`src/rtl/cram_loader.sv`:
```
// Console loader for the 2048 x 84 control RAM: assembles words from seven
// 12-bit chunks for writing, and returns read words back one chunk at a time.
module cram_loader (
    input  logic        clk,
    input  logic        rst,
    input  logic        cmd_valid,
    output logic        cmd_ready,
    input  logic [2:0]  cmd_op,
    input  logic [11:0] cmd_data,
    output logic        rsp_valid,
    output logic [11:0] rsp_data,
    output logic [10:0] cram_addr,
    output logic [83:0] cram_din,
    output logic        cram_wea,
    input  logic [83:0] cram_dout,
    output logic        err
);

    localparam logic [1:0] S_IDLE = 2'd0;
    localparam logic [1:0] S_WR   = 2'd1;
    localparam logic [1:0] S_RD1  = 2'd2;
    localparam logic [1:0] S_RD2  = 2'd3;

    localparam logic [2:0] OP_LOAD_ADR   = 3'd0;
    localparam logic [2:0] OP_LOAD_CHUNK = 3'd1;
    localparam logic [2:0] OP_WRITE      = 3'd2;
    localparam logic [2:0] OP_READ       = 3'd3;
    localparam logic [2:0] OP_READ_CHUNK = 3'd4;

    logic [1:0]  state;
    logic [10:0] addr;
    logic [2:0]  wptr;
    logic [2:0]  rptr;
    logic [83:0] wbuf;
    logic [83:0] rbuf;

    // PDP-10 bit n of a word sits at vector bit 83-n, so chunk 0 is the top 12 bits.
    function automatic logic [83:0] put_chunk(input logic [83:0] word, input logic [2:0] k,
                                              input logic [11:0] val);
        logic [83:0] res;
        res = word;
        case (k)
            3'd0:    res[83:72] = val;
            3'd1:    res[71:60] = val;
            3'd2:    res[59:48] = val;
            3'd3:    res[47:36] = val;
            3'd4:    res[35:24] = val;
            3'd5:    res[23:12] = val;
            3'd6:    res[11:0]  = val;
            default: res = word;
        endcase
        return res;
    endfunction

    function automatic logic [11:0] get_chunk(input logic [83:0] word, input logic [2:0] k);
        logic [11:0] res;
        case (k)
            3'd0:    res = word[83:72];
            3'd1:    res = word[71:60];
            3'd2:    res = word[59:48];
            3'd3:    res = word[47:36];
            3'd4:    res = word[35:24];
            3'd5:    res = word[23:12];
            3'd6:    res = word[11:0];
            default: res = 12'd0;
        endcase
        return res;
    endfunction

    function automatic logic [2:0] next_ptr(input logic [2:0] p);
        return (p == 3'd6) ? 3'd0 : p + 3'd1;
    endfunction

    assign cmd_ready = (state == S_IDLE);
    assign cram_addr = addr;
    assign cram_din  = wbuf;
    assign cram_wea  = (state == S_WR) && !rst;

    always_ff @(posedge clk) begin
        if (rst) begin
            state     <= S_IDLE;
            addr      <= 11'd0;
            wptr      <= 3'd0;
            rptr      <= 3'd0;
            wbuf      <= 84'd0;
            rbuf      <= 84'd0;
            err       <= 1'b0;
            rsp_valid <= 1'b0;
        end else begin
            rsp_valid <= 1'b0;
            case (state)
                S_IDLE: begin
                    if (cmd_valid) begin
                        case (cmd_op)
                            OP_LOAD_ADR: begin
                                addr <= cmd_data[10:0];
                                wptr <= 3'd0;
                            end
                            OP_LOAD_CHUNK: begin
                                wbuf <= put_chunk(wbuf, wptr, cmd_data);
                                wptr <= next_ptr(wptr);
                            end
                            OP_WRITE:      state <= S_WR;
                            OP_READ:       state <= S_RD1;
                            OP_READ_CHUNK: begin
                                rsp_valid <= 1'b1;
                                rptr      <= next_ptr(rptr);
                            end
                            default:       err <= 1'b1;
                        endcase
                    end
                end
                S_WR: begin
                    addr  <= addr + 11'd1;
                    wptr  <= 3'd0;
                    state <= S_IDLE;
                end
                S_RD1: state <= S_RD2;
                default: begin
                    // cram_dout reflects the address presented during RD1.
                    rbuf  <= cram_dout;
                    rptr  <= 3'd0;
                    addr  <= addr + 11'd1;
                    state <= S_IDLE;
                end
            endcase
        end
    end

    // Readback data needs no reset; it is qualified by rsp_valid.
    always_ff @(posedge clk) begin
        if (state == S_IDLE && cmd_valid && cmd_op == OP_READ_CHUNK)
            rsp_data <= get_chunk(rbuf, rptr);
    end

endmodule
```
`config.mk`:
```
export PLATFORM = sky130hd
export DESIGN_NAME = cram_loader
export DESIGN_NICKNAME = d
export VERILOG_FILES = /design/src/rtl/cram_loader.sv
export SDC_FILE = /design/constraint.sdc
export NUM_CORES = 1
export LEC_CHECK = 0
export BUFFER_PORTS_ARGS = -buffer_cell sky130_fd_sc_hd__buf_2
export CAP_MARGIN = 20
export CORE_ASPECT_RATIO = 0.6
export CORE_MARGIN = 2
export CORE_UTILIZATION = 35
export CTS_CLUSTER_DIAMETER = 120
export CTS_CLUSTER_SIZE = 24
export DETAILED_ROUTE_END_ITERATION = 10
export PLACE_DENSITY = 0.66
export SLEW_MARGIN = 20
export SYNTH_ARGS = -nofsm -noshare
export SYNTH_HDL_FRONTEND = slang
export SYNTH_SLANG_ARGS = --single-unit
```
`constraint.sdc`:
```
create_clock -name clk -period 2.91 [get_ports clk]
set_input_delay 0 -clock clk [delete_from_list [all_inputs] [get_ports clk]]
set_output_delay 0 -clock clk [all_outputs]
set_load 0.005 [all_outputs]
```
==> results.txt <==
The run finished with clean final reports. The switching share of power is 29.1%, and the share of synthesized flip-flops with an asynchronous set or reset is 0%. The combinational power share came out at 20.1%. The clock slew at the register clock pins of the worst setup and hold paths was 0.10 ns. The tools report the clock share of power as 29.0%. Summed over all failing endpoints, the final setup total negative slack is 0 ns.

The highest ir drop seen on vdd is 274 uV, and the fraction of the cycle the final worst path needs is 86.8%. After the first detailed-routing iteration, the DRC count stood at 609. For this configuration, the core starts out at a cell density of 35.7%.

For the headroom to the max-slew limit, the log shows 40.1%. The floorplan step defined a die boundary enclosing 24900 um^2. The worst setup path is of the reg -> reg kind.

TritonCTS built the clock tree. The number of instances in the synthesized netlist was 863; the mean instance size in the synthesized netlist was 9.56 um^2. Internal power comes to 4.30 mW. The run gives 0 as the count of instances resized after the clock tree is built. The type of the tightest min-delay check is in -> reg.

The number of warnings printed during yosys synthesis is 0. Setup repair after global routing left no endpoint under its margin. The final layout contains routed wiring with a total length of 25900 um. In this run the static leakage power is 4.66 nW. Synthesis inferred 201 register bits. The share of the synthesized area in the top cell type works out to 45.8%. STA classifies the critical path endpoint as a register. The y dimension of the die was 123 um. At the worst endpoint, the arrival time is 2.89 ns. STA classifies the critical path startpoint as a register. Number of clock sinks seen by CTS: 201. The number of buffers created by CTS was 12; the post-route total power was 6.06 mW. Total power divided by cell area: 549 nW/um^2. The first global-routing pass estimated 39600 um of wire. The area growth from synthesis to layout works out to 33.8%. The combined area of all synthesized cells is 8250 um^2, and the worst clock skew is 0.0237 ns. The logs give 0 for the total DRC errors in the routed layout and 57 for the number of distinct standard cells referenced by the synthesized netlist.

The total nets after synthesis came out at 972. Global routing consumed, over all layers together, 20.2% of the routing resources. CTS placed an instance of sky130_fd_sc_hd__clkbuf_16 at the clock tree root. The tools report the total vias in the final route as 7341. Static timing analysis puts the maximum clock frequency at 0.396 GHz. For this design the top-level I/O count stands at 213. The dominant cell type by area after synthesis was sky130_fd_sc_hd__dfxtp_1. The run gives 6961 as the number of global-route vias before repair. After floorplanning, the core was divided into 43 placement rows. The shortest period the worst path allows is 2.53 ns, and the first-pass iteration count of the detailed router is 7. The clock passes through at most 3 buffers. The clock reaches the later pin of the worst-skew pair after 0.47 ns.

Setup violations remaining at the end of the flow were counted as 0. The tools report the number of placed cells counting well taps as 1333. The floorplan die width is 202 um, and the transition at the pin with the smallest max-transition slack is 0.897 ns.

For the number of hold-slack violations in the final timing report, the log shows 0. The switching power total is 1.76 mW, and the count of final max-slew check failures is 0. The final layout net count came out at 1252.

STA puts the critical path data required time at 3.27 ns. The logs give 1 for the number of antenna violations at the first check in global routing and 0 for the count of inserted antenna diode cells. In this run the worst path has a maximum fanout of 5. The number of input and output port buffers inserted came out at 212.

Among all flip-flop cells after synthesis, the most frequent one is sky130_fd_sc_hd__dfxtp_1. The proportion of power drawn by flip-flops and latches was 51.0%; the post-detailed-route count of antenna-violating nets was 0. The H-tree level count was 1. Cells with a size suffix above 1 make up 22.4% of the layout. The number of enable flip-flop cells after synthesis came out at 12. After synthesis, the cell types taking the most area are sky130_fd_sc_hd__dfxtp_1, sky130_fd_sc_hd__mux2i_1, sky130_fd_sc_hd__nor2_1.

After routing the design area is 11000 um^2. The number of vias per cell after detailed routing came out at 5.03. The final RePlAce weighted congestion was 0.799; the maximum number of pins on one net before global-route repair was 88. The tools report the placed wire-length estimate as 17900 um. The portion of the post-synthesis area used by sequential elements is 50.2%, and the area after detailed placement is 9580 um^2.

After the flow finishes, the layout carries non-filler instances totaling 1460. Across the run, the number of max-cap violations was 0. Routed wire length per instance: 17.8 um. Global routing finished with a remaining overflow of 0. The total area inside the core boundary comes to 23100 um^2.
[repair_timing]
| action | 4_1_cts | 5_1_grt |
|---|---|---|
| hold buffers | 111 | 0 |
| endpoints found under the hold margin | 178 | 0 |
| buffers inserted | 0 | 0 |
[cell type report]
cell class                 count  area, um^2
clock inverter                 1        16.3
tap                          315         394
inverter                       8        30.0
timing repair buffer         336        2300
clock buffer                  15         333
sequential                   201        4140
multi-input combinational    584        3820
fill                        2224       12100
[worst max-delay path, stage by stage, from the launching register on]
cell and delay, ns:
sky130_fd_sc_hd__dfxtp_1 0.44, sky130_fd_sc_hd__inv_1 0.09, sky130_fd_sc_hd__ha_1 0.26, sky130_fd_sc_hd__nand2_1 0.22
sky130_fd_sc_hd__nor2_1 0.07, sky130_fd_sc_hd__a21oi_1 0.14, sky130_fd_sc_hd__dlygate4sd3_1 0.56, sky130_fd_sc_hd__nor2_1 0.05
sky130_fd_sc_hd__dlygate4sd3_1 0.59
[power groups by stage]
stage	sequential [mW]	clock, mW	combinational [mW]
finish	3.09	1.76	1.22
global route	3.11	1.91	1.35
CTS	3.08	1.82	1.20
detailed placement	3.15	0	1.09
global placement	3.14	0	1.07
floorplan	3.09	0	0.737
[placed cells by master (no fill, tap or decap), types with 2 or more instances in the layout]
cell type,synthesis,layout
sky130_fd_sc_hd__a221oi_1,5,5
sky130_fd_sc_hd__a21oi_1,41,41
sky130_fd_sc_hd__a22o_1,2,2
sky130_fd_sc_hd__a211oi_1,2,2
sky130_fd_sc_hd__and2_1,4,4
sky130_fd_sc_hd__a22oi_1,16,16
sky130_fd_sc_hd__o31ai_1,2,2
sky130_fd_sc_hd__nor2b_1,5,5
sky130_fd_sc_hd__nor3_1,5,5
sky130_fd_sc_hd__nand2b_1,3,3
sky130_fd_sc_hd__clkbuf_16,0,13
sky130_fd_sc_hd__clkbuf_1,53,2
sky130_fd_sc_hd__nor3b_1,3,3
sky130_fd_sc_hd__or4_1,6,6
sky130_fd_sc_hd__edfxtp_1,12,12
sky130_fd_sc_hd__and3_1,5,5
sky130_fd_sc_hd__a21o_1,4,4
sky130_fd_sc_hd__nor4_1,5,4
sky130_fd_sc_hd__dfxtp_1,189,189
sky130_fd_sc_hd__mux2_2,7,7
sky130_fd_sc_hd__o221ai_1,7,7
sky130_fd_sc_hd__inv_1,8,8
sky130_fd_sc_hd__mux2i_1,156,156
sky130_fd_sc_hd__o21ai_0,16,16
sky130_fd_sc_hd__buf_2,9,211
sky130_fd_sc_hd__dlygate4sd3_1,0,111
sky130_fd_sc_hd__a31oi_1,7,7
sky130_fd_sc_hd__nand3_1,7,7
sky130_fd_sc_hd__nand4b_1,2,2
sky130_fd_sc_hd__nor2_1,173,173
sky130_fd_sc_hd__nand2_1,67,67
sky130_fd_sc_hd__nor4_2,2,2
sky130_fd_sc_hd__ha_1,7,6
sky130_fd_sc_hd__buf_12,0,2
sky130_fd_sc_hd__nand4_1,3,3
sky130_fd_sc_hd__buf_4,1,11
[registers in the layout, summed over array words and instances (netlist names), 2 cells and up]
register and cells:
rptr 3, rsp_data 12, cram_din 84, state 2, cram_addr 11, rbuf 84, wptr 3
[Yosys cell counts, drive strengths merged, types with 3 or more instances]
cell    instances
dfxtp         189
nand2b          3
nor3            5
nor4            7
inv             8
nor2          173
a31oi           7
edfxtp         12
mux2i         156
nor2b           5
a22oi          16
o21ai          16
nand3           7
mux2            7
a21oi          42
or4             6
ha              7
o221ai          7
and2            4
nand2          67
and3            5
nor3b           3
a21o            4
clkbuf         53
buf            17
a221oi          5
nand4           3
[logic make-up after synthesis]
logic type,count (synthesis),share of synthesized area (%)
and+or+nand+nor,299,15.8
adders and majority gates,7,1.06
AOI/OAI and AO/OA,114,8.98
buffers and inverters,78,3.82
DFF,201,50.2
muxes,164,20.1
[metrics by stage]
step	setup slack, ns	util [%]	hold WS, ns
CTS	0.447	47.7	0.00830
detailed placement	0.665	41.4	0.244
global placement	0.783	41.4	0.234
floorplan	0.735	-	0.139
finish	0.383	47.7	0.0445
global route	0.264	47.7	0.0978
[routing by layer]
metal / part of all wire, % / GRT usage [%] / vias to the layer above
met5: 0.062 / 0 / -
met2: 40 / 28.9 / 244
met1: 52 / 31.9 / 3535
met3: 6.6 / 3.58 / 24
li1: - / - / 3536
met4: 1.2 / 3.06 / 2
[final timing paths]
kind	start	to	slack [ns]	depth (start not counted)
max	state[0]	err	0.38	8
min	cmd_op[0]	state[0]	0.04	4
max reg2reg	state[0]	err	0.38	8
min reg2reg	cram_din[77]	cram_din[77]	0.45	2
No activity file was read; power rests on OpenSTA's default activity.
